<file path="src/rtl/buzzer_pkg.sv">
// Shared constants and helpers for the buzzer output block: register map,
// tone divisor table, one-shot lengths and envelope step lengths.
package buzzer_pkg;

  localparam logic [11:0] BUZZER_R4_ADDR   = 12'hF54;
  localparam logic [11:0] BUZZER_FREQ_ADDR = 12'hF74;
  localparam logic [11:0] BUZZER_CTRL_ADDR = 12'hF75;

  localparam logic [12:0] SHOT_LEN_SHORT = 13'd1024;
  localparam logic [12:0] SHOT_LEN_LONG  = 13'd4096;

  localparam logic [12:0] ENV_STEP_SHORT = 13'd2048;
  localparam logic [12:0] ENV_STEP_LONG  = 13'd4096;

  typedef struct packed {
    logic       enrtm;
    logic [2:0] bzfq;
    logic       shtpw;
    logic       enon;
  } bz_ctrl_t;

  // Tone period in 32 kHz ticks for each bzfq code (4096 Hz down to 1170 Hz).
  function automatic logic [4:0] bz_divisor(input logic [2:0] f);
    case (f)
      3'd0:    bz_divisor = 5'd8;
      3'd1:    bz_divisor = 5'd10;
      3'd2:    bz_divisor = 5'd12;
      3'd3:    bz_divisor = 5'd14;
      3'd4:    bz_divisor = 5'd16;
      3'd5:    bz_divisor = 5'd20;
      3'd6:    bz_divisor = 5'd24;
      default: bz_divisor = 5'd28;
    endcase
  endfunction

endpackage

</file>
<file path="src/rtl/buzzer_output_if.sv">
// Core data-bus view of the buzzer output block: address, write strobe/data,
// combinational read data and hit.
interface buzzer_output_if;
  logic [11:0] bus_addr;
  logic        bus_write_en;
  logic [3:0]  bus_write_data;
  logic [3:0]  bus_read_data;
  logic        bus_read_hit;

  modport master (
    output bus_addr, bus_write_en, bus_write_data,
    input  bus_read_data, bus_read_hit
  );

  modport slave (
    input  bus_addr, bus_write_en, bus_write_data,
    output bus_read_data, bus_read_hit
  );
endinterface

</file>
<file path="src/rtl/buzzer_envelope.sv">
// Buzzer envelope: counts 32 kHz ticks while sounding and raises a 3-bit
// attenuation level every 2048/4096 ticks, saturating at 7.
module buzzer_envelope
  import buzzer_pkg::*;
(
  input  logic       clk,
  input  logic       reset_n,
  input  logic       i_tick,
  input  logic       i_run,
  input  logic       i_enon,
  input  logic       i_enrtm,
  input  logic       i_restart,
  output logic [2:0] o_level
);

  logic [12:0] r_step;
  logic [2:0]  r_level;
  logic [12:0] w_limit;

  assign w_limit = i_enrtm ? ENV_STEP_LONG : ENV_STEP_SHORT;
  assign o_level = i_enon ? r_level : 3'd0;

  // Restart has priority over a coincident step so ENRST always lands at level 0.
  always_ff @(posedge clk or negedge reset_n) begin
    if (!reset_n) begin
      r_step  <= '0;
      r_level <= '0;
    end else if (!i_enon || i_restart) begin
      r_step  <= '0;
      r_level <= '0;
    end else if (i_run && i_tick) begin
      if (r_step == w_limit - 13'd1) begin
        r_step <= '0;
        if (r_level != 3'd7) r_level <= r_level + 3'd1;
      end else begin
        r_step <= r_step + 13'd1;
      end
    end
  end

endmodule

</file>
<file path="src/rtl/buzzer_output.sv">
// R4 output register plus E0C6S46-style buzzer: register file, one-shot timer,
// phase/duty tone generator and bus read mux.
module buzzer_output
  import buzzer_pkg::*;
(
  input  logic              clk,
  input  logic              reset_n,
  input  logic              clk_32k_en,
  buzzer_output_if.slave    bus,
  output logic [3:0]        output_r4,
  output logic              buzzer_out
);

  logic [3:0]  r_r4;
  bz_ctrl_t    r_ctrl;
  logic        r_busy;
  logic [12:0] r_shot_cnt;
  logic [4:0]  r_phase;
  logic [4:0]  r_period;
  logic        r_sounding_d;
  logic        r_buzz;

  logic        w_wr_r4, w_wr_freq, w_wr_ctrl;
  logic        w_shot_trig, w_enrst;
  logic        w_sounding, w_restart;
  logic [2:0]  w_level;
  logic [4:0]  w_p, w_h_raw, w_h;
  logic [3:0]  w_weight;
  logic [8:0]  w_prod;

  assign w_wr_r4   = bus.bus_write_en && (bus.bus_addr == BUZZER_R4_ADDR);
  assign w_wr_freq = bus.bus_write_en && (bus.bus_addr == BUZZER_FREQ_ADDR);
  assign w_wr_ctrl = bus.bus_write_en && (bus.bus_addr == BUZZER_CTRL_ADDR);

  // SHOT only fires when R43 masks the continuous buzz.
  assign w_shot_trig = w_wr_ctrl && bus.bus_write_data[3] && r_r4[3];
  assign w_enrst     = w_wr_ctrl && bus.bus_write_data[1];

  assign w_sounding = !r_r4[3] || r_busy;
  assign w_restart  = (w_sounding && !r_sounding_d) || w_enrst;

  always_ff @(posedge clk or negedge reset_n) begin
    if (!reset_n) begin
      r_r4         <= 4'b1000;
      r_ctrl       <= '0;
      r_sounding_d <= 1'b0;
    end else begin
      r_sounding_d <= w_sounding;
      if (w_wr_r4)   r_r4 <= bus.bus_write_data;
      if (w_wr_freq) {r_ctrl.enrtm, r_ctrl.bzfq} <= bus.bus_write_data;
      if (w_wr_ctrl) begin
        r_ctrl.shtpw <= bus.bus_write_data[2];
        r_ctrl.enon  <= bus.bus_write_data[0];
      end
    end
  end

  // One-shot; the pulse width comes from the SHTPW bit of the same write.
  always_ff @(posedge clk or negedge reset_n) begin
    if (!reset_n) begin
      r_busy     <= 1'b0;
      r_shot_cnt <= '0;
    end else if (w_wr_r4 && !bus.bus_write_data[3]) begin
      r_busy     <= 1'b0;
      r_shot_cnt <= '0;
    end else if (w_shot_trig) begin
      r_busy     <= 1'b1;
      r_shot_cnt <= bus.bus_write_data[2] ? SHOT_LEN_LONG : SHOT_LEN_SHORT;
    end else if (r_busy && clk_32k_en) begin
      r_shot_cnt <= r_shot_cnt - 13'd1;
      if (r_shot_cnt == 13'd1) r_busy <= 1'b0;
    end
  end

  buzzer_envelope u_env (
    .clk       (clk),
    .reset_n   (reset_n),
    .i_tick    (clk_32k_en),
    .i_run     (w_sounding),
    .i_enon    (r_ctrl.enon),
    .i_enrtm   (r_ctrl.enrtm),
    .i_restart (w_restart),
    .o_level   (w_level)
  );

  // The period is sampled at phase 0 so a bzfq change never truncates a cycle.
  assign w_p      = (r_phase == 5'd0) ? bz_divisor(r_ctrl.bzfq) : r_period;
  assign w_weight = 4'd8 - {1'b0, w_level};
  assign w_prod   = {4'd0, w_p} * {5'd0, w_weight};
  assign w_h_raw  = 5'(w_prod >> 4);
  assign w_h      = (w_h_raw == 5'd0) ? 5'd1 : w_h_raw;

  always_ff @(posedge clk or negedge reset_n) begin
    if (!reset_n) begin
      r_phase  <= '0;
      r_period <= '0;
      r_buzz   <= 1'b0;
    end else if (!w_sounding) begin
      r_phase <= '0;
      r_buzz  <= 1'b0;
    end else if (clk_32k_en) begin
      r_buzz <= (r_phase < w_h);
      if (r_phase == 5'd0) r_period <= w_p;
      r_phase <= (r_phase == w_p - 5'd1) ? 5'd0 : r_phase + 5'd1;
    end
  end

  always_comb begin
    bus.bus_read_data = 4'd0;
    bus.bus_read_hit  = 1'b0;
    case (bus.bus_addr)
      BUZZER_R4_ADDR: begin
        bus.bus_read_data = r_r4;
        bus.bus_read_hit  = 1'b1;
      end
      BUZZER_FREQ_ADDR: begin
        bus.bus_read_data = {r_ctrl.enrtm, r_ctrl.bzfq};
        bus.bus_read_hit  = 1'b1;
      end
      BUZZER_CTRL_ADDR: begin
        bus.bus_read_data = {r_busy, r_ctrl.shtpw, 1'b0, r_ctrl.enon};
        bus.bus_read_hit  = 1'b1;
      end
      default: ;
    endcase
  end

  assign output_r4  = r_r4;
  assign buzzer_out = r_buzz;

endmodule

</file>
<file path="src/flat_wrapper.sv">
// flat-port wrapper written by rule: the top's interface ports become plain ports
module buzzer_output_flat import buzzer_pkg::*;
  (clk, reset_n, clk_32k_en, output_r4, buzzer_out, bus_bus_addr, bus_bus_write_en, bus_bus_write_data, bus_bus_read_data, bus_bus_read_hit);
  buzzer_output_if bus_i ();
  input  logic clk;
  input  logic reset_n;
  input  logic clk_32k_en;
  output logic [3:0] output_r4;
  output logic buzzer_out;
  input wire logic [$bits(bus_i.bus_addr)-1:0] bus_bus_addr;
  input wire logic [$bits(bus_i.bus_write_en)-1:0] bus_bus_write_en;
  input wire logic [$bits(bus_i.bus_write_data)-1:0] bus_bus_write_data;
  output wire logic [$bits(bus_i.bus_read_data)-1:0] bus_bus_read_data;
  output wire logic [$bits(bus_i.bus_read_hit)-1:0] bus_bus_read_hit;
  assign bus_i.bus_addr = bus_bus_addr;
  assign bus_i.bus_write_en = bus_bus_write_en;
  assign bus_i.bus_write_data = bus_bus_write_data;
  assign bus_bus_read_data = bus_i.bus_read_data;
  assign bus_bus_read_hit = bus_i.bus_read_hit;
  buzzer_output u_core (.clk(clk), .reset_n(reset_n), .clk_32k_en(clk_32k_en), .bus(bus_i), .output_r4(output_r4), .buzzer_out(buzzer_out));
endmodule
</file>
<file path="config.mk">
export PLATFORM = sky130hd
export DESIGN_NAME = buzzer_output_flat
export DESIGN_NICKNAME = d
export VERILOG_FILES = /design/src/rtl/buzzer_pkg.sv /design/src/rtl/buzzer_output_if.sv /design/src/rtl/buzzer_envelope.sv /design/src/rtl/buzzer_output.sv /design/src/flat_wrapper.sv
export SDC_FILE = /design/constraint.sdc
export NUM_CORES = 1
export LEC_CHECK = 0
export CORE_MARGIN = 3
export CORE_UTILIZATION = 60
export CTS_BUF_LIST = sky130_fd_sc_hd__clkbuf_16
export CTS_CLUSTER_DIAMETER = 200
export DETAILED_ROUTE_END_ITERATION = 12
export PLACE_DENSITY = 0.93
export SYNTH_ARGS = -nofsm -noshare
export SYNTH_HDL_FRONTEND = slang
export SYNTH_SLANG_ARGS = --single-unit
</file>
<file path="constraint.sdc">
create_clock -name clk -period 9.5 [get_ports clk]
set_clock_uncertainty 0.15 [all_clocks]
set_input_delay 1.425 -clock clk [delete_from_list [all_inputs] [get_ports clk]]
set_output_delay 1.425 -clock clk [all_outputs]
set_load 0.05 [all_outputs]
</file>
-- After elaboration in Yosys (flattened, before gate mapping)
Cells that the tools add are included.
- add/sub/neg operators: 7
- multiply operators: 1
- magnitude comparators: 1
- equal/unequal tests: 14
- multiplexer cells: 27
- reduce and logical (&&, ||, !) cells: 29
- operators by type and width (kind ; count):
    $mux W13 ; 8
    $eq A12 B12 Y1 const B ; 3
    $pmux W5 S7 ; 1
    $sub A13 B1 Y13 const B ; 2
    $mux W5 ; 5
    $mux W3 ; 5
    $add A13 B1 Y13 const B ; 1
    $eq A13 B1 Y1 const B ; 1
    $eq A13 B13 Y1 ; 1
    $pmux W4 S3 ; 1
    $logic_and A1 B1 Y1 ; 10
    $logic_not A5 Y1 ; 2
    $eq A3 B3 Y1 const B ; 3
    $mul A5 B4 Y9 ; 1
    $mux W1 ; 7
    $eq A3 B2 Y1 const B ; 2
    $reduce_and A3 Y1 ; 2
    $reduce_bool A2 Y1 ; 3
    $reduce_bool A3 Y1 ; 2
    $add A5 B1 Y5 const B ; 1
    $eq A5 B5 Y1 ; 1
    $lt A5 B5 Y1 ; 1
    $sub A5 B1 Y5 const B ; 1
    $logic_not A1 Y1 ; 4
    other kinds (9) ; 11
- register bits: 52
- input port bits: 20
- output and inout bits: 10
- word-level logic and storage cells: 92

-- Longest topological paths before layout
Gate-level depths: netlist (run 1).
- depth in word-level cells: 9
- mapped depth: 23
- mapped depth without buffers: 22

-- Cells and area by module
A second synthesis (run 1) with hierarchy kept.
- cell total of the unflattened synthesis: 418
- area, all modules: 3718.6 µm²
- by module, submodules not included (module ; times used ; cells each ; area each (µm²) ; sequential area each (µm²)):
    buzzer_output ; 1 ; 311 ; 2768.9 ; 902.1
    buzzer_envelope ; 1 ; 107 ; 949.7 ; 400.4

-- Worst setup path after synthesis (run 1)
OpenSTA, ideal clock, no wires.
- path kind: reg-to-reg
- from: register u_core.r_phase[0]
- to: register u_core.r_buzz, in the netlist u_core.buzzer_out
- library setup time: 0.125 ns
- arrival time: 4.866 ns
- required time: 9.225 ns
- slack: 4.359 ns
- cell stages (with the launch flop): 23
- path buffers: 1
- period minus slack after synthesis: 5.141 ns
- path through: dfrtp_1 > inv_1 > ha_1 > or4b_4 > buf_6 > a21oi_1 > nor2_1 > fa_1 > inv_1 > fa_1 > inv_1 > ha_1 > or2_2 > and2_1 > o22ai_2 > inv_1 > a21oi_1 > xor2_1 > ha_1 > nor2b_1 > o21ai_0 > a31oi_1 > a2111oi_0
- word-level cells in the longest chain between the ends: 8
- ends and longest elaborated chain (what ; line ; text):
    start: declaration ; buzzer_output.sv:18 ; logic [4:0] r_phase;
    start signal: assignment ; buzzer_output.sv:104 ; r_phase <= (r_phase == w_p - 5'd1) ? 5'd0 : r_phase + 5'd1;
    $logic_not A5 Y1 ; buzzer_output.sv:87 ; assign w_p = (r_phase == 5'd0) ? bz_divisor(r_ctrl.bzfq) : r_period;
    $mux W5 ; buzzer_output.sv:87 ;
    $mul A5 B4 Y9 ; buzzer_output.sv:89 ; assign w_prod = {4'd0, w_p} * {5'd0, w_weight};
    $logic_not A5 Y1 ; buzzer_output.sv:91 ; assign w_h = (w_h_raw == 5'd0) ? 5'd1 : w_h_raw;
    $mux W5 ; buzzer_output.sv:91 ;
    $lt A5 B5 Y1 * ; buzzer_output.sv:102 ; r_buzz <= (r_phase < w_h);
    $mux W1 * ; buzzer_output.sv:101 ; end else if (clk_32k_en) begin
    $mux W1 * ; buzzer_output.sv:98 ; end else if (!w_sounding) begin
    end signal: assignment ; buzzer_output.sv:102 ;
    end: declaration ; buzzer_output.sv:21 ; logic r_buzz;
Every way passes the cells marked *; elsewhere a longest branch is shown, timed or not. The select of a mux whose other input is x is not followed.
A chain may end at the register's enable or synchronous reset.

-- Worst setup path in the final report (run 1)
Ends and elaborated chain as after synthesis.

==> results of run 1 <==
-- kinds of logic after synthesis --
group           after synthesis
simple gates                167
compound gates               68
flops                        52
buf+inv                      32
xor+xnor                     30
fa+ha+maj                    29
mux                          22
-- sequential cells by signal, indices dropped and copies added (netlist names) --
| signal | cells |
|---|---|
| u_core.output_r4 | 4 |
| u_core.u_env.r_level | 3 |
| u_core.r_ctrl | 6 |
| u_core.u_env.r_step | 13 |
| u_core.r_sounding_d | 1 |
| u_core.r_phase | 5 |
| u_core.r_busy | 1 |
| u_core.r_shot_cnt | 13 |
| u_core.buzzer_out | 1 |
| u_core.r_period | 5 |
-- cell usage in the layout (no fill, tap or decap), types with 14 or more instances in the layout --
cell type | synthesis | final
nor2_1 | 54 | 54
dfrtp_1 | 51 | 51
nor3_1 | 14 | 14
ha_1 | 24 | 24
nand2_1 | 25 | 25
xnor2_1 | 21 | 21
o21ai_0 | 18 | 18
clkdlybuf4s50_1 | 0 | 28
a21oi_1 | 23 | 23
inv_1 | 18 | 20
-- worst paths after layout --
| kind | start | to | slack [ns] | depth (start not counted) |
|---|---|---|---|---|
| setup reg to reg | u_core.r_phase[0] | u_core.buzzer_out | 3.90 | 21 |
| setup / recovery | u_core.r_phase[0] | u_core.buzzer_out | 3.90 | 21 |
| min in group asynchronous | reset_n | u_core.r_shot_cnt[0] | 1.09 | 2 |
| hold / removal | u_core.u_env.r_step[1] | u_core.u_env.r_step[1] | 0.37 | 2 |
| hold reg to reg | u_core.u_env.r_step[1] | u_core.u_env.r_step[1] | 0.37 | 2 |
| max in group asynchronous | reset_n | u_core.r_period[1] | 7.67 | 2 |
-- cell type report --
type / instances / area share [%]
sequential: 52 / 31.9
clock inverter: 3 / 0.306
timing repair buffer: 30 / 7.16
multi-input combinational: 316 / 53.7
inverter: 18 / 1.65
tap: 72 / 2.20
clock buffer: 5 / 3.06
-- worst register-to-register path, stage by stage, from the launching register on --
cell and delay [ns]:
dfrtp_1 0.43, inv_1 0.14, ha_1 0.22, nor4b_4 0.42, mux2i_1 0.47, nor2_1 0.12
fa_1 0.52, inv_1 0.06, fa_1 0.53, inv_1 0.05, ha_1 0.31, or2_2 0.29
and2_1 0.17, o22ai_2 0.21, inv_1 0.07, a21oi_1 0.18, xor2_1 0.18, ha_1 0.27
nor2b_1 0.14, o21ai_0 0.16, a31oi_1 0.10, a2111oi_0 0.30
-- per-layer routing --
| layer | part of all wire [%] | up-vias | global-route usage, % |
|---|---|---|---|
| li1 | - | 1450 | - |
| met1 | 43 | 1443 | 31.2 |
| met2 | 50 | 105 | 40.8 |
| met3 | 5.2 | 21 | 4.34 |
| met4 | 2.3 | 0 | 10.5 |
| met5 | 0 | - | 0 |
-- power groups by stage --
stage	registers [mW]	clock network, mW	logic [mW]
floorplan	0.256	0	0.166
global placement	0.266	0	0.188
detailed placement	0.267	0	0.200
CTS	0.263	0.175	0.201
global route	0.267	0.184	0.226
finish	0.265	0.174	0.200
-- per-stage QoR --
step	util, %	setup WS [ns]
3_5_place_dp	69.6	3.96
4_1_cts	72.0	3.94
2_1_floorplan	-	4.36
5_1_grt	72.0	3.55
3_3_place_gp	69.6	4.21
6_report	72.0	3.90
==> summary.txt, run 1 <==
Synth
  • Post-synth ARST share: 100%
  • Synth Instances: 400
  • Post-synthesis compound-gate area fraction: 11.5%
  • Most frequent cells after synthesis: nor2_1 (54), dfrtp_1 (51), nand2_1 (25)
  • Ranking of synthesized cells by area: dfrtp_1 (35%), ha_1 (8.2%), nor2_1 (5.6%)
  • Simple-gate portion of the synthesized area: 23.7%
  • Synthesized area: 0.00364 mm^2
  • Post-synthesis mux area share: 6.84%
  • Synth top area share: 35.1%
  • Largest family of logic cells by synthesized area: simple AND/OR/NAND/NOR gates
  • EDFF count, synth: 0
  • Most frequent cell after synthesis: nor2_1
  • Top_reg_cell synth: dfrtp_1
  • Syn_nets: 449
  • Synth Area per Inst: 9.10 um^2
  • Synth area leader: dfrtp_1
  • Adder-Cell Fraction of Synth Area: 11.0%
  • Post-synthesis cell type count: 53
  • Yosys Warn Count: 0
  • Synth Area in XOR/XNOR: 7.22%
  • Post-synthesis sequential area ratio: 35.8%
  • Synth Register Bits: 52

Cells and area
  • Fin area: 0.00409 mm^2
  • Non-Filler Instances: 496
  • Antenna Cells: 0
  • Fillers: 385
  • Multi-input logic area: 0.00220 mm^2
  • Layout cells sized above 1: 7.55%
  • Area Overhead vs Synth: 12.2%
  • Layout net count: 472
  • Register area: 0.00130 mm^2

CTS
  • CTS tree: done
  • CTS H-tree depth: 2
  • CTS Buffer Depth: 2
  • Post-CTS setup buffers: 0
  • CTS Hold Bufs: 0
  • CTS Sinks: 52
  • CTS Root Cell: clkbuf_16
  • Clock-pin slew on the worst setup and hold paths: 0.07 ns
  • Num CTS Buffers: 5
  • Cts repair resizes: 0
  • Later-pin clock latency in the skew report: 0.29 ns

Timing
  • Hold WS: 0.374 ns
  • Fin. Hold Viols: 0
  • Final min period: 5.60 ns
  • Final worst-path cycle share: 58.9%
  • Setup Viol. Count Final: 0
  • Setup TNS: 0 ns
  • Slew @ Worst Pin: 1.04 ns
  • Slew HR: 30.5%
  • RSZ-0062 raised after global routing: no
  • Max Slew Vio Count: 0
  • Fmax: 179 MHz

Routing
  • Drt wl/cell: 16.2 um
  • Via density: 6.09
  • DRC Markers: 0
  • First-pass iteration count of the detailed router: 5
  • WL final: 8.01 mm
  • Via Count: 3019
  • Initial DRC count: 197
  • DRT antenna net count: 0

Power
  • Fraction of power consumed by sequential logic: 41.4%
  • Sw frac: 33.9%
  • NetSw: 0.216 mW
  • Cell Pwr Density: 156 mW/mm^2
  • Power Total: 0.639 mW
  • P_leak: 1.82 nW
  • Peak supply drop: 0.145 mV
  • Combinational power share: 31.4%
  • Clock share of power: 27.2%
  • Pint: 0.422 mW

Die
  • Initial Util: 64.2%
  • Height of the chip: 83.9 um
  • Die width: 83.9 um
  • Io pins: 30
  • Core area: 0.00568 mm^2
  • Core Rows: 27
  • Die ar.: 0.00704 mm^2

GRT
  • Largest net degree at the start of global routing: 53
  • Vias in the first global route: 3166
  • Total track usage: 24.5%
  • First-pass GRT wire length: 14.2 mm
  • GRT Residual Overflow: 0
  • Antenna violations before repair: 0

Run status
  • Status: finished, final reports clean

Critical path
  • CP endpoint kind: flip-flop
  • Buf/Inv on CP: 4
  • Slowest stage cell, crit path: fa_1
  • Most common cell on crit path: inv_1
  • Crit path launch type: flip-flop
  • Top delay family on crit path: adder cells
  • Cells along the critical path: inv_1 > ha_1 > nor4b_4 > mux2i_1 > nor2_1 > fa_1 > inv_1 > fa_1 > inv_1 > ha_1 > or2_2 > and2_1 > o22ai_2 > inv_1 > a21oi_1 > xor2_1 > ha_1 > nor2b_1 > o21ai_0 > a31oi_1 > a2111oi_0
  • CP Max Fanout: 6
  • Largest stage delay on the critical path: 0.53 ns
  • Req. time, crit path: 9.52 ns
  • Critical path type: reg2reg
  • CP arrival: 5.61 ns

Placed design
  • Dpl hpwl: 5.84 mm
  • Placed cell area: 0.00395 mm^2
  • Post-placement cell count: 488
  • Final GP Congestion: 0.866
  • PortBufs: 29

Min path
  • Worst hold path type: reg2reg

Run
  • Max_cap viols: 0
(Power assumes the default switching activity.)
==> run 2: changes to the inputs <==
Settings changed: CORE_UTILIZATION 60 to 53, PLACE_DENSITY 0.93 to 0.88.
Clock period 9.5 ns to 5 ns, I/O delays scaled along.
==> run 2 against run 1 <==
The flow now finishes with violations (negative setup slack). Fmax rose by 11%. Routed wire length rose by 4.6%. Highest routed layer unchanged. Hold slack improved by 0.0096 ns.
==> summary.txt, run 2 (synthesis results as in run 1) <==
Run status
  • Status: complete, but fails checks (was finished, final reports clean)
  • Failing checks: negative setup slack

GRT
  • GRT Residual Overflow: 0 (unchanged)
  • Vias in the first global route: 3127 (was 3166)
  • Total track usage: 22.9% (was 24.5%)
  • Antenna violations before repair: 0 (unchanged)
  • First-pass GRT wire length: 14.3 mm (was 14.2 mm)
  • Largest net degree at the start of global routing: 53 (unchanged)

Critical path
  • CP arrival: 5.06 ns (was 5.61 ns)
  • Cells along the critical path: inv_2 > ha_4 > or4b_4 > nor2_4 > a21oi_4 > or2_4 > fa_2 > inv_1 > fa_1 > ha_1 > nand4_1 > nor4b_4 > o22ai_4 > buf_4 > o21ai_2 > xnor2_1 > ha_1 > nand4_1 > nor2_1 > a2111oi_2 (was inv_1 > ha_1 > nor4b_4 > mux2i_1 > nor2_1 > fa_1 > inv_1 > fa_1 > inv_1 > ha_1 > or2_2 > and2_1 > o22ai_2 > inv_1 > a21oi_1 > xor2_1 > ha_1 > nor2b_1 > o21ai_0 > a31oi_1 > a2111oi_0)
  • Crit path launch type: flip-flop (unchanged)
  • Req. time, crit path: 5.02 ns (was 9.52 ns)
  • Worst setup startpoint: u_core.r_phase[1] (was u_core.r_phase[0])
  • R2r startpoint: u_core.r_phase[1] (was u_core.r_phase[0])
  • Slowest stage cell, crit path: fa_2 (was fa_1)
  • CP Max Fanout: 4 (was 6)
  • Critical path type: reg2reg (unchanged)
  • Largest stage delay on the critical path: 0.52 ns (was 0.53 ns)
  • CP endpoint kind: flip-flop (unchanged)

Routing
  • DRT antenna net count: 0 (unchanged)
  • WL final: 8.38 mm (was 8.01 mm)
  • First-pass iteration count of the detailed router: 4 (was 5)
  • Drt wl/cell: 16.0 um (was 16.2 um)
  • DRC Markers: 0 (unchanged)
  • Via density: 6.02 (was 6.09)
  • Via Count: 3153 (was 3019)
  • Initial DRC count: 172 (was 197)

Cells and area
  • Most common cell after layout, fill and taps aside: nor2_1 (unchanged)
  • Layout cells sized above 1: 17.4% (was 7.55%)
  • Most frequent cells in the layout: nor2_1 (52), dfrtp_1 (51), clkdlybuf4s50_1 (28) (was nor2_1 (54), dfrtp_1 (51), clkdlybuf4s50_1 (28))
  • Fillers: 469 (was 385)
  • Largest regs: u_core.r_shot_cnt (13), u_core.u_env.r_step (13), u_core.r_ctrl (6) (unchanged)
  • Area Overhead vs Synth: 21.0% (was 12.2%)
  • Fin area: 0.00441 mm^2 (was 0.00409 mm^2)
  • Antenna Cells: 0 (unchanged)
  • Layout net count: 495 (was 472)

Power
  • Cell Pwr Density: 316 mW/mm^2 (was 156 mW/mm^2)
  • Combinational power share: 41.0% (was 31.4%)
  • Fraction of power consumed by sequential logic: 34.4% (was 41.4%)
  • Power Total: 1.39 mW (was 0.639 mW)
  • Sw frac: 34.5% (was 33.9%)
  • Clock share of power: 24.6% (was 27.2%)
  • NetSw: 0.480 mW (was 0.216 mW)
  • Peak supply drop: 0.171 mV (was 0.145 mV)
  • P_leak: 1.92 nW (was 1.82 nW)
  • Pint: 0.910 mW (was 0.422 mW)

Die
  • Io pins: 30 (unchanged)
  • Die width: 88.9 um (was 83.9 um)
  • Core Rows: 29 (was 27)
  • Die ar.: 0.00790 mm^2 (was 0.00704 mm^2)
  • Core area: 0.00649 mm^2 (was 0.00568 mm^2)
  • Initial Util: 56.1% (was 64.2%)
  • Height of the chip: 88.9 um (was 83.9 um)

CTS
  • CTS Root Cell: clkbuf_16 (unchanged)
  • CTS Buffer Depth: 2 (unchanged)
  • CTS Hold Bufs: 0 (unchanged)
  • Clock-pin slew on the worst setup and hold paths: 0.07 ns (about the same)
  • CTS Sinks: 52 (unchanged)
  • CTS tree: done (unchanged)
  • Num CTS Buffers: 5 (unchanged)
  • Later-pin clock latency in the skew report: 0.29 ns (about the same)
  • CTS H-tree depth: 2 (unchanged)

Placed design
  • Dpl hpwl: 6.07 mm (was 5.84 mm)
  • Final GP Congestion: 0.826 (was 0.866)
  • PortBufs: 29 (unchanged)
  • Placed cell area: 0.00411 mm^2 (was 0.00395 mm^2)

Timing
  • Slew HR: 31.7% (was 30.5%)
  • Final worst-path cycle share: 101% (was 58.9%)
  • Setup TNS: -0.0416 ns (was 0 ns)
  • Max Slew Vio Count: 0 (unchanged)
  • RSZ-0062 raised after global routing: yes (was no)
  • Fmax: 198 MHz (was 179 MHz)
  • Final min period: 5.04 ns (was 5.60 ns)
  • Fin. Hold Viols: 0 (unchanged)
  • Setup Viol. Count Final: 1 (was 0)
  • Final setup margin: -0.0416 ns (was 3.90 ns)
  • Slew @ Worst Pin: 1.02 ns (was 1.04 ns)

Min path
  • Hold Startpoint: u_core.r_ctrl[1] (was u_core.u_env.r_step[1])
  • Worst hold path type: reg2reg (unchanged)

Run
  • Max_cap viols: 0 (unchanged)
run 2: cell count changes in the layout (fill, tap and decap cells not counted), moves of 3 or more:
cell	change
buf_4	+22
inv_1	-6
a21oi_1	-4
inv_2	+4
ha_1	-3
run 2: worst paths after layout:
check	slack (ns)	endpoint	cells after the start
max in group asynchronous	3.83	u_core.u_env.r_level[1]	2
max reg2reg	-0.04	u_core.buzzer_out	20
min in group asynchronous	0.41	u_core.buzzer_out	2
min reg2reg	0.38	u_core.r_ctrl[1]	1
max	-0.04	u_core.buzzer_out	20
min	0.38	u_core.r_ctrl[1]	1
run 2: through the flow:
step | hold slack (ns) | instances | utilization (%) | setup slack, ns
floorplan | 0.304 | 400 | - | 0.0125
global placement | 0.339 | 506 | 63.3 | 0.0107
detailed placement | 0.354 | 506 | 63.3 | -0.248
CTS | 0.370 | 522 | 67.0 | 0.0152
global route | 0.397 | 524 | 67.8 | -0.204
finish | 0.384 | 524 | 67.8 | -0.0416
run 2: power by group through the flow:
stage	registers (mW)	clock network (mW)	logic (mW)
after floorplan	0.488	0	0.334
after global placement	0.482	0	0.458
after detailed placement	0.483	0	0.477
after CTS	0.477	0.349	0.539
after global routing	0.481	0.364	0.628
final	0.479	0.342	0.570
run 2: what timing repair did:
action / 4_1_cts / 5_1_grt
resized for setup: 10 / 9
gates cloned: 0 / 0
endpoints found under the setup margin: 1 / 1
setup buffers: 8 / 2
pin swaps: 15 / 13
run 2: area by class of cell:
class                      count  area [um^2]  share of cell area [%]
multi-input combinational    316         2320                    52.7
sequential                    52         1300                    29.6
timing repair buffer          53          469                    10.7
clock buffer                   5          125                    2.84
tap                           77         96.3                    2.19
inverter                      18         67.6                    1.53
clock inverter                 3         21.3                   0.483
run 2: metal layers:
metal	vias to the layer above	wire (um)	track usage (%)	share of wire [%]
met5	-	0	0	0
met4	0	172	6.04	2.1
met3	20	371	3.07	4.4
met2	88	4180	38.6	50
met1	1549	3650	31.0	44
li1	1496	-	-	-
run 2: worst max-delay path, delay by kind of cell (launching register included):
family,cells,cell delay (ns)
simple gates,7,1.57
buf+inv,3,0.29
compound gates,4,0.71
fa+ha+maj,5,1.66
xor+xnor,1,0.16
flops,1,0.39
==> run 3: changes to the inputs <==
Settings changed: GPL_TIMING_DRIVEN from default to 0.
==> run 3 against run 2 <==
The flow still finishes with violations (negative setup slack). Critical path depth up 2. Fmax decreased by 0.25%. Count of clock-buffer cells in the layout unchanged. Cell count fell by 0.57%. Global-route usage rose by 0.18 points. Sequential cell count unchanged. Cell area down 1.6%. Non-clock buffer count shrank 3.
==> summary.txt, run 3 (synthesis results as in run 1) <==
Run status
  • Status: complete, but fails checks (unchanged)
  • Failing checks: negative setup slack (unchanged)

CTS
  • Num CTS Buffers: 5 (unchanged)
  • CTS Buffer Depth: 2 (unchanged)
  • Clock-pin slew on the worst setup and hold paths: 0.06 ns (was 0.07 ns)
  • CTS H-tree depth: 2 (unchanged)
  • Later-pin clock latency in the skew report: 0.29 ns (about the same)
  • CTS Root Cell: clkbuf_16 (unchanged)
  • CTS Sinks: 52 (unchanged)
  • CTS Hold Bufs: 0 (unchanged)
  • CTS tree: done (unchanged)

Routing
  • Via Count: 3103 (was 3153)
  • WL final: 8.10 mm (was 8.38 mm)
  • DRC Markers: 0 (unchanged)
  • First-pass iteration count of the detailed router: 5 (was 4)
  • DRT antenna net count: 0 (unchanged)
  • Drt wl/cell: 15.5 um (was 16.0 um)
  • Via density: 5.96 (was 6.02)
  • Initial DRC count: 191 (was 172)

Timing
  • Fmax: 198 MHz (about the same)
  • Setup Viol. Count Final: 1 (unchanged)
  • Slew @ Worst Pin: 0.696 ns (was 1.02 ns)
  • Final min period: 5.05 ns (was 5.04 ns)
  • Final setup margin: -0.0542 ns (was -0.0416 ns)
  • Fin. Hold Viols: 0 (unchanged)
  • Max Slew Vio Count: 0 (unchanged)
  • RSZ-0062 raised after global routing: yes (unchanged)
  • Final worst-path cycle share: 101% (about the same)
  • Setup TNS: -0.0542 ns (was -0.0416 ns)
  • Slew HR: 53.1% (was 31.7%)

Critical path
  • Slowest stage cell, crit path: or4b_4 (was fa_2)
  • Req. time, crit path: 5.03 ns (was 5.02 ns)
  • Most common cell on crit path: inv_2
  • CP arrival: 5.09 ns (was 5.06 ns)
  • Cells along the critical path: inv_2 > ha_4 > or4b_4 > nor2_4 > a21oi_4 > or2_4 > fa_2 > inv_2 > fa_1 > ha_1 > nand4_1 > nor4b_4 > buf_4 > o22ai_4 > inv_2 > a21oi_2 > xor2_1 > ha_1 > nor2b_1 > o21ai_1 > a31oi_1 > a2111oi_2 (was inv_2 > ha_4 > or4b_4 > nor2_4 > a21oi_4 > or2_4 > fa_2 > inv_1 > fa_1 > ha_1 > nand4_1 > nor4b_4 > o22ai_4 > buf_4 > o21ai_2 > xnor2_1 > ha_1 > nand4_1 > nor2_1 > a2111oi_2)
  • Critical path type: reg2reg (unchanged)
  • Largest stage delay on the critical path: 0.55 ns (was 0.52 ns)
  • CP endpoint kind: flip-flop (unchanged)
  • Crit path launch type: flip-flop (unchanged)
  • CP Max Fanout: 6 (was 4)

Power
  • Power Total: 1.33 mW (was 1.39 mW)
  • Peak supply drop: 0.246 mV (was 0.171 mV)
  • Cell Pwr Density: 306 mW/mm^2 (was 316 mW/mm^2)
  • P_leak: 1.88 nW (was 1.92 nW)
  • NetSw: 0.449 mW (was 0.480 mW)
  • Clock share of power: 24.5% (was 24.6%)
  • Sw frac: 33.9% (was 34.5%)
  • Pint: 0.876 mW (was 0.910 mW)
  • Fraction of power consumed by sequential logic: 35.3% (was 34.4%)
  • Combinational power share: 40.1% (was 41.0%)

GRT
  • Total track usage: 23.1% (was 22.9%)
  • Largest net degree at the start of global routing: 34 (was 53)
  • GRT Residual Overflow: 0 (unchanged)
  • Antenna violations before repair: 0 (unchanged)
  • Vias in the first global route: 3094 (was 3127)
  • First-pass GRT wire length: 14.3 mm (unchanged)

Cells and area
  • Non-Filler Instances: 521 (was 524)
  • Layout net count: 492 (was 495)
  • Antenna Cells: 0 (unchanged)
  • Most common cell after layout, fill and taps aside: nor2_1 (unchanged)
  • Largest regs: u_core.r_shot_cnt (13), u_core.u_env.r_step (13), u_core.r_ctrl (6) (unchanged)
  • Layout cells sized above 1: 14.6% (was 17.4%)
  • Fin area: 0.00433 mm^2 (was 0.00441 mm^2)
  • Most frequent cells in the layout: nor2_1 (51), dfrtp_1 (50), clkdlybuf4s50_1 (26) (was nor2_1 (52), dfrtp_1 (51), clkdlybuf4s50_1 (28))
  • Area Overhead vs Synth: 19.0% (was 21.0%)

Placed design
  • DP Worst Slack: -0.519 ns (was -0.248 ns)
  • Dpl hpwl: 6.00 mm (was 6.07 mm)
  • Placed cell area: 0.00408 mm^2 (was 0.00411 mm^2)
  • PortBufs: 27 (was 29)
  • Final GP Congestion: 0.829 (was 0.826)
  • Post-placement cell count: 505 (was 506)

Die
  • Core area: 0.00649 mm^2 (unchanged)
  • Die width: 88.9 um (unchanged)
  • Initial Util: 56.1% (unchanged)
  • Height of the chip: 88.9 um (unchanged)
  • Die ar.: 0.00790 mm^2 (unchanged)
  • Core Rows: 29 (unchanged)
  • Io pins: 30 (unchanged)

Run
  • Max_cap viols: 0 (unchanged)

Min path
  • Worst hold path type: in2async (was reg2reg)
## run 3: changes by cell type in the layout (fill, tap and decap cells not counted), sizes merged
cell | previous run | this run
clkdlybuf4s50 | 28 | 26
clkbuf | 5 | 12
inv | 19 | 20
buf | 25 | 17
clkinvlp | 1 | 0
## run 3: what timing repair did
| action | in CTS | in global routing |
|---|---|---|
| endpoints found under the setup margin | 1 | 1 |
| cloned | 0 | 0 |
| resized for setup | 5 | 11 |
| pin swaps | 13 | 7 |
| buffers inserted | 8 | 2 |
| hold endpoints to repair | 0 | 0 |
## run 3: worst max-delay path: cells and delay by family, from the launching register on
family / cells / cell delay, ns
fa+ha+maj: 5 / 1.71
simple gates: 6 / 1.43
compound gates: 6 / 0.74
flops: 1 / 0.41
buf+inv: 4 / 0.35
xor+xnor: 1 / 0.15
## run 3: final cells by class
cell class	instances	area, um^2
Clock inverter	3	11.3
Inverter	18	67.6
Fill cell	480	2160
Clock buffer	5	125
Sequential cell	52	1300
Buffer	12	63.8
Tap cell	77	96.3
Multi-Input combinational cell	316	2300
Timing Repair Buffer	38	360
## run 3: power by group through the flow
stage / Clock, mW / Sequential, mW / Combinational [mW]
floorplan: 0 / 0.488 / 0.334
global placement: 0 / 0.480 / 0.425
detailed placement: 0 / 0.482 / 0.449
CTS: 0.329 / 0.468 / 0.499
global route: 0.342 / 0.471 / 0.584
finish: 0.325 / 0.469 / 0.532
## run 3: per-layer routing
layer	GRT usage [%]	wire length, um
met1	29.0	3580
met2	41.1	4140
met3	3.54	258
met4	6.32	132
met5	0	0
## run 3: worst paths after layout
kind,to,start,cells after the start,slack [ns]
hold reg to reg,u_core.r_ctrl[1],u_core.r_ctrl[1],1,0.37
max in group asynchronous,u_core.r_phase[1],reset_n,2,3.89
hold / removal,u_core.buzzer_out,reset_n,1,0.27
setup reg to reg,u_core.buzzer_out,u_core.r_phase[1],22,-0.05
setup / recovery,u_core.buzzer_out,u_core.r_phase[1],22,-0.05
min in group clk,u_core.r_ctrl[1],u_core.r_ctrl[1],1,0.37
## run 3: through the flow
step	hold WS, ns	utilization, %
after floorplan	0.304	-
after CTS	0.282	65.9
final	0.267	66.7
after detailed placement	0.355	62.8
after global routing	0.283	66.7
after global placement	0.340	62.6
